**src/rtl/pipe_pkg.sv**
```systemverilog
// Shared pipeline definitions: default counter width, per-stage payload
// structs and their bubble values.
package pipe_pkg;

    localparam int STALL_CNT_W = 16;

    typedef struct packed {
        logic [31:0] pc;
        logic [31:0] instr;
    } if_id_t;

    localparam int IF_ID_W = $bits(if_id_t);

    // RISC-V canonical NOP (addi x0, x0, 0) for stages that prefer a decodable bubble.
    localparam logic [31:0] NOP_INSTR    = 32'h0000_0013;
    localparam if_id_t      IF_ID_BUBBLE = '{pc: 32'h0, instr: 32'h0};
    localparam if_id_t      IF_ID_NOP    = '{pc: 32'h0, instr: NOP_INSTR};

endpackage

```
**src/rtl/pipe_skid_buf.sv**
```systemverilog
// Two-entry main/skid storage. The parent gates push/pop with hold and flush,
// so a frozen stage simply sees neither.
module pipe_skid_buf
    import pipe_pkg::*;
#(
    parameter int                DATA_W     = IF_ID_W,
    parameter logic [DATA_W-1:0] BUBBLE_VAL = {DATA_W{1'b0}}
) (
    input  logic              clk,
    input  logic              rst,
    input  logic              clear,
    input  logic              push,
    input  logic [DATA_W-1:0] push_data,
    input  logic              pop,
    output logic              main_valid,
    output logic [DATA_W-1:0] main_data,
    output logic              skid_valid
);

    logic [DATA_W-1:0] skid_data;

    // NOTE: registers use non-blocking assignments so every flop samples pre-edge values.
    always_ff @(posedge clk) begin
        if (rst || clear) begin
            main_valid <= 1'b0;
            main_data  <= BUBBLE_VAL;
            skid_valid <= 1'b0;
            skid_data  <= BUBBLE_VAL;
        end else if (skid_valid) begin
            // Input is refused while skid is occupied, so only a drain can happen here.
            if (pop) begin
                main_data  <= skid_data;
                skid_valid <= 1'b0;
                skid_data  <= BUBBLE_VAL;
            end
        end else if (main_valid) begin
            if (push && pop) begin
                main_data <= push_data;
            end else if (push) begin
                skid_valid <= 1'b1;
                skid_data  <= push_data;
            end else if (pop) begin
                main_valid <= 1'b0;
                main_data  <= BUBBLE_VAL;
            end
        end else if (push) begin
            main_valid <= 1'b1;
            main_data  <= push_data;
        end
    end

endmodule

```
**src/rtl/pipe_stage.sv**
```systemverilog
// Pipeline stage register with valid/ready handshake, flush, hazard hold and a
// saturating stall counter. Define PIPE_STAGE_SKID_EN for the 2-entry skid buffer.
module pipe_stage
    import pipe_pkg::*;
#(
    parameter int                DATA_W     = IF_ID_W,
    parameter logic [DATA_W-1:0] BUBBLE_VAL = {DATA_W{1'b0}},
    parameter int                CNT_W      = STALL_CNT_W
) (
    input  logic              clk,
    input  logic              rst,
    input  logic              in_valid,
    output logic              in_ready,
    input  logic [DATA_W-1:0] in_data,
    input  logic              flush,
    input  logic              hold,
    output logic              out_valid,
    input  logic              out_ready,
    output logic [DATA_W-1:0] out_data,
    output logic [CNT_W-1:0]  stall_cnt
);

    localparam logic [CNT_W-1:0] CNT_MAX = '1;

    logic              main_valid;
    logic [DATA_W-1:0] main_data;
    logic              in_fire;
    logic              out_fire;

`ifdef PIPE_STAGE_SKID_EN
    logic skid_valid;

    // Registered skid_valid cuts the out_ready -> in_ready path.
    assign in_ready = !skid_valid && !hold && !flush;

    pipe_skid_buf #(
        .DATA_W     (DATA_W),
        .BUBBLE_VAL (BUBBLE_VAL)
    ) u_skid_buf (
        .clk        (clk),
        .rst        (rst),
        .clear      (flush),
        .push       (in_fire),
        .push_data  (in_data),
        .pop        (out_fire),
        .main_valid (main_valid),
        .main_data  (main_data),
        .skid_valid (skid_valid)
    );
`else
    assign in_ready = !hold && !flush && (!main_valid || out_ready);

    // NOTE: the data register is reset as well, so out_data shows BUBBLE_VAL while empty.
    always_ff @(posedge clk) begin
        if (rst || flush) begin
            main_valid <= 1'b0;
            main_data  <= BUBBLE_VAL;
        end else if (in_fire) begin
            main_valid <= 1'b1;
            main_data  <= in_data;
        end else if (out_fire) begin
            main_valid <= 1'b0;
            main_data  <= BUBBLE_VAL;
        end
    end
`endif

    assign out_valid = main_valid && !hold;
    assign out_data  = main_data;
    assign in_fire   = in_valid && in_ready;
    assign out_fire  = out_valid && out_ready;

    always_ff @(posedge clk) begin
        if (rst) begin
            stall_cnt <= '0;
        end else if (!flush && out_valid && !out_ready && stall_cnt != CNT_MAX) begin
            stall_cnt <= stall_cnt + 1'b1;
        end
    end

endmodule
```
**config.mk**
```make
export PLATFORM = sky130hd
export DESIGN_NAME = pipe_stage
export DESIGN_NICKNAME = d
export VERILOG_FILES = /design/src/rtl/pipe_pkg.sv /design/src/rtl/pipe_skid_buf.sv /design/src/rtl/pipe_stage.sv
export SDC_FILE = /design/constraint.sdc
export NUM_CORES = 1
export LEC_CHECK = 0
export ABC_AREA = 1
export BUFFER_PORTS_ARGS = -buffer_cell sky130_fd_sc_hd__buf_2
export CORE_UTILIZATION = 40
export CTS_BUF_LIST = sky130_fd_sc_hd__clkbuf_16
export CTS_CLUSTER_SIZE = 28
export DETAILED_ROUTE_END_ITERATION = 8
export PLACE_DENSITY = 0.72
export RECOVER_POWER = 25
export SLEW_MARGIN = 5
export SYNTH_ARGS = -nofsm -noshare
export SYNTH_HDL_FRONTEND = slang
export SYNTH_SLANG_ARGS = --single-unit
```
**constraint.sdc**
```tcl
create_clock -name clk -period 1.4 [get_ports clk]
set_clock_uncertainty 0.1 [all_clocks]
set_input_delay 0.28 -clock clk [delete_from_list [all_inputs] [get_ports clk]]
set_output_delay 0.28 -clock clk [all_outputs]
set_load 0.02 [all_outputs]
```
### Word-level counts from Yosys, hierarchy flattened

Cells that the tools add are included.
Widths: inputs -> output; s select.

* register bits: 81
* input bits: 70
* output and inout bits: 82
* logic and storage cells: 24

* $add $sub $neg: 1
* equality and inequality tests: 1
* mux-type cells: 4
* reductions and logical operators: 15

Operators with widths (number)
* $mux 64: 2
* $add 16x1->16 const B: 1
* $ne 16x16->1 const B: 1
* $logic_and 1x1->1: 8
* $logic_not 1->1: 4
* $logic_or 1x1->1: 2
* $mux 1: 2
* $reduce_bool 2->1: 1

### Depth between registers and ports, before layout

* word-level depth: 5
* depth in mapped cells: 9
* mapped depth without buffers: 9

### Worst setup path after synthesis

Ideal clock, no wire load.

* path type: reg-to-reg
* start: register stall_cnt[0]
* end: register stall_cnt[10]
* setup time: 0.115 ns
* arrival: 1.432 ns
* required time: 1.185 ns
* slack: -0.247 ns
* stages on the path, launching flop included: 8
* buffers on the path: 1
* period minus slack after synthesis: 1.647 ns
* cell sequence: dfxtp_1 ha_1 nand3_2 inv_2 nand4_4 buf_6 a21oi_1 nor2_1

* cells in the longest elaborated chain, start to end: 2
* elaborated cells on any way between the ends: 3
* classes of those cells: add/sub (1); eq/ne (1); reduce/logical (1)

RTL lines
* start, declared: line pipe_stage.sv:20 `output logic [CNT_W-1:0] stall_cnt`
* start signal, assigned: line pipe_stage.sv:77 `stall_cnt <= stall_cnt + 1'b1;`
* parallel branches: the longest is 2 deep, another holds $add 16x1->16

Parallel ways; which one is timed is not known.
A chain may end at the register's enable or synchronous reset.

### Final worst setup path

* start: register main_valid
* end: output in_ready

* cells in the longest elaborated chain, start to end: 3

RTL lines
* start, declared: line pipe_stage.sv:25 `logic main_valid;`
* start signal, assigned: line pipe_stage.sv:56 `main_valid <= 1'b0;`
* start signal, assigned: line pipe_stage.sv:59 `main_valid <= 1'b1;`
* start signal, assigned: line pipe_stage.sv:62 `main_valid <= 1'b0;`
* $logic_not 1->1: line pipe_stage.sv:51 `assign in_ready = !hold && !flush && (!main_valid || out_ready);`
* $logic_or 1x1->1: line pipe_stage.sv:51
* $logic_and 1x1->1: line pipe_stage.sv:51
* end, declared: line pipe_stage.sv:13 `output logic in_ready,`

Every way passes these cells.

==> summary.md <==
| Metric | Value |
|---|---|
| Status | finished, violations left |
| Failing checks | negative setup slack |
| Ys Warns | 0 |
| Hold_buf cts | 0 |
| Setup violators final | 71 |
| Die height | 95.3 µm |
| Final Max Tran Viols | 0 |
| Final min period | 1500 ps |
| Final Cycle Share | 1.07 |
| Worst Setup End Kind | output pin |
| Vias in the first global route | 3128 |
| Die ar. | 9090 µm² |
| Yosys cell types | 24 |
| CTS tree | done |
| Avg Inst Size Synth | 7.54 µm² |
| Worst-Margin Slew | 309 ps |
| Drt pass-1 iters | 5 |
| Flops & latches, synth | 81 |
| Inserted Clock Buffers | 9 |
| Final hold vios | 0 |
| Post-layout util | 0.627 |
| ANT cells | 0 |
| Layout cells sized above 1 | 0.426 |
| Area Growth Syn to Fin | 50.1% |
| Root Driver | clkbuf_16 |
| GRT overflow | 0 |
| Via Count | 3792 |
| Iter 0 DRT Violations | 111 |
| Element type at the critical path start | flop |
| Critical setup path kind | reg -> out |
| Remaining antenna violation count after routing | 0 |
| Pwr/cell area | 1000 nW/µm² |
| Leak pwr | 2.23 nW |
| Placed cell count | 715 |
| I/O pin count | 152 |
| Relative slew slack | 0.794 |
| Max cap viols | 0 |
| Wire length after detailed routing | 10700 µm |
| Gpl congestion | 0.881 |
| Seq/Total Area, Yosys | 0.466 |
| Final Hold Slack | 56.1 ps |
| Post-Syn Area | 3480 µm² |
| Die Wd | 95.3 µm |
| Clock transition at path regs | 60 ps |
| Clock Path Buffers | 2 |
| Data required time of the worst path | 1020 ps |
| Std cell rows | 33 |
| GRT Total Usage | 0.199 |
| R2r setup slk | -90 ps |
| Htree depth | 3 |
| Setup_tns | -2050 ps |
| Port bufs | 151 |
| Mapped Cells | 462 |
| Maximum VDD drop | 607 µV |
| Detailed placement HPWL | 6730 µm |
| Placeable Area | 8340 µm² |
| Post-Layout Cell Count | 746 |
| RSZ-0062 raised after global routing | yes |
| DRC viols | 0 |
| Dpl ws | -82.1 ps |
| Largest net degree at the start of global routing | 66 |
| First-pass GRT wire length | 14100 µm |
| Hold Crit Class | in -> reg |
| Critical Path AT | 1120 ps |
| Layout Nets | 707 |
| Max Fclk | 666 MHz |
| Clock insertion delay at the later pin of the skew report | 330 ps |
| PnR worst setup slack | -101 ps |
| Initial Util | 0.418 |
| Avg WL per Cell | 14.4 µm |
| CP Max Fanout | 2 |
| Syn Nets | 533 |
| Initial antenna violation count | 0 |
| Clock sinks | 81 |
| Vias per Instance | 5.08 |
==> power breakdown <==
| group | leakage (nW) | internal, mW | switching, mW |
|---|---|---|---|
| Combinational | 1.42 | 0.215 | 0.271 |
| Sequential | 0.665 | 2.31 | 0.0131 |
| Clock | 0.149 | 1.42 | 1.01 |
| Total | 2.23 | 3.95 | 1.29 |
==> area by class of cell <==
type | instances | area [µm²]
fillers | 689 | 3110
multi-input cells | 334 | 1810
flip-flops and latches | 81 | 1660
repair buffers | 191 | 1230
clock buffers | 9 | 225
well taps | 105 | 131
inverters | 19 | 88.8
clock inverters | 7 | 83.8
==> state kept, by name (all words and copies together), names as in the netlist <==
signal and count:
stall_cnt 16, out_data 64, main_valid 1
==> per-layer routing <==
metal | share of wire | track usage | vias up
met1 | 0.40 | 0.239 | 1755
li1 | - | - | 1882
met2 | 0.51 | 0.343 | 139
met3 | 0.066 | 0.0439 | 16
met5 | 0 | 0 | -
met4 | 0.016 | 0.0795 | 0
==> critical path, stage by stage, from the launching register on <==
cell	delay [ps]
dfxtp_2	340
inv_2	60
nor2_4	110
nor2_4	50
buf_6	120
buf_6	120
==> per-stage QoR <==
stage / power [mW] / instance area [µm²]
2_1_floorplan: 2.62 / 3520
3_3_place_gp: 2.81 / 4470
3_5_place_dp: 2.82 / 4470
4_1_cts: 5.24 / 4880
5_1_grt: 5.42 / 5230
6_report: 5.24 / 5230
==> cells by family (layout without fill, tap and decap cells) <==
family / count (synthesis) / after routing / share of synthesized area
simple gates: 254 / 255 / 0.334
flops: 81 / 81 / 0.466
compound gates: 77 / 77 / 0.113
buf+inv: 48 / 226 / 0.0815
fa+ha+maj: 1 / 1 / 0.00359
xor+xnor: 1 / 1 / 0.00251
==> final timing paths <==
check                                               start                    endpoint  cells past startpoint
worst max-delay path              main_valid$_SDFFE_PP0P_                    in_ready                      5
worst min register to register  out_data[44]$_SDFFE_PP0P_   out_data[44]$_SDFFE_PP0P_                      2
worst min-delay path                                  rst   stall_cnt[7]$_SDFFE_PP0P_                      2
worst max register to register    main_valid$_SDFFE_PP0P_  stall_cnt[14]$_SDFFE_PP0P_                      9
==> synthesized netlist by cell type <==
library cell	n	area share
a21oi_1	74	0.11
a21oi_2	1	0.0025
a31oi_1	1	0.0018
buf_1	1	0.0011
buf_2	3	0.0043
buf_4	1	0.0022
buf_6	12	0.039
clkbuf_1	11	0.012
clkbuf_4	1	0.0022
dfxtp_1	81	0.47
ha_1	1	0.0036
inv_1	15	0.016
inv_2	3	0.0032
inv_4	1	0.0018
nand2_1	111	0.12
nand2_2	8	0.014
nand3_1	79	0.11
nand3_2	3	0.0086
nand4_1	1	0.0018
nand4_4	1	0.0061
nor2_1	44	0.047
nor2_4	7	0.023
o21bai_1	1	0.0022
xnor2_1	1	0.0025
==> timing repair <==
action / CTS / global route
setup buffers: 3 / 7
setup endpoints to repair: 6 / 82
endpoints found under the hold margin: 0 / 0
cloned: 1 / 4
resized for setup: 17 / 64
pin swaps: 2 / 25
==> placed cells by master (no fill, tap or decap), types with 2 or more instances in the layout <==
cell type / netlist / routed
nand2_2: 8 / 11
nor2_2: 0 / 11
clkbuf_1: 11 / 19
buf_12: 0 / 6
buf_2: 3 / 130
dfxtp_4: 0 / 8
nand3_2: 3 / 6
dfxtp_2: 0 / 9
nor2_4: 7 / 13
a21oi_1: 74 / 63
clkbuf_16: 0 / 13
nand2_1: 111 / 103
inv_6: 0 / 4
nand2_4: 0 / 5
buf_4: 1 / 22
a21oi_2: 1 / 12
inv_2: 3 / 3
inv_1: 15 / 14
buf_8: 0 / 2
nand3_4: 0 / 2
dfxtp_1: 81 / 64
nand3_1: 79 / 74
nor2_1: 44 / 27
nand4_4: 1 / 2
buf_6: 12 / 8
Note: power is estimated with default switching activity, not from simulation.
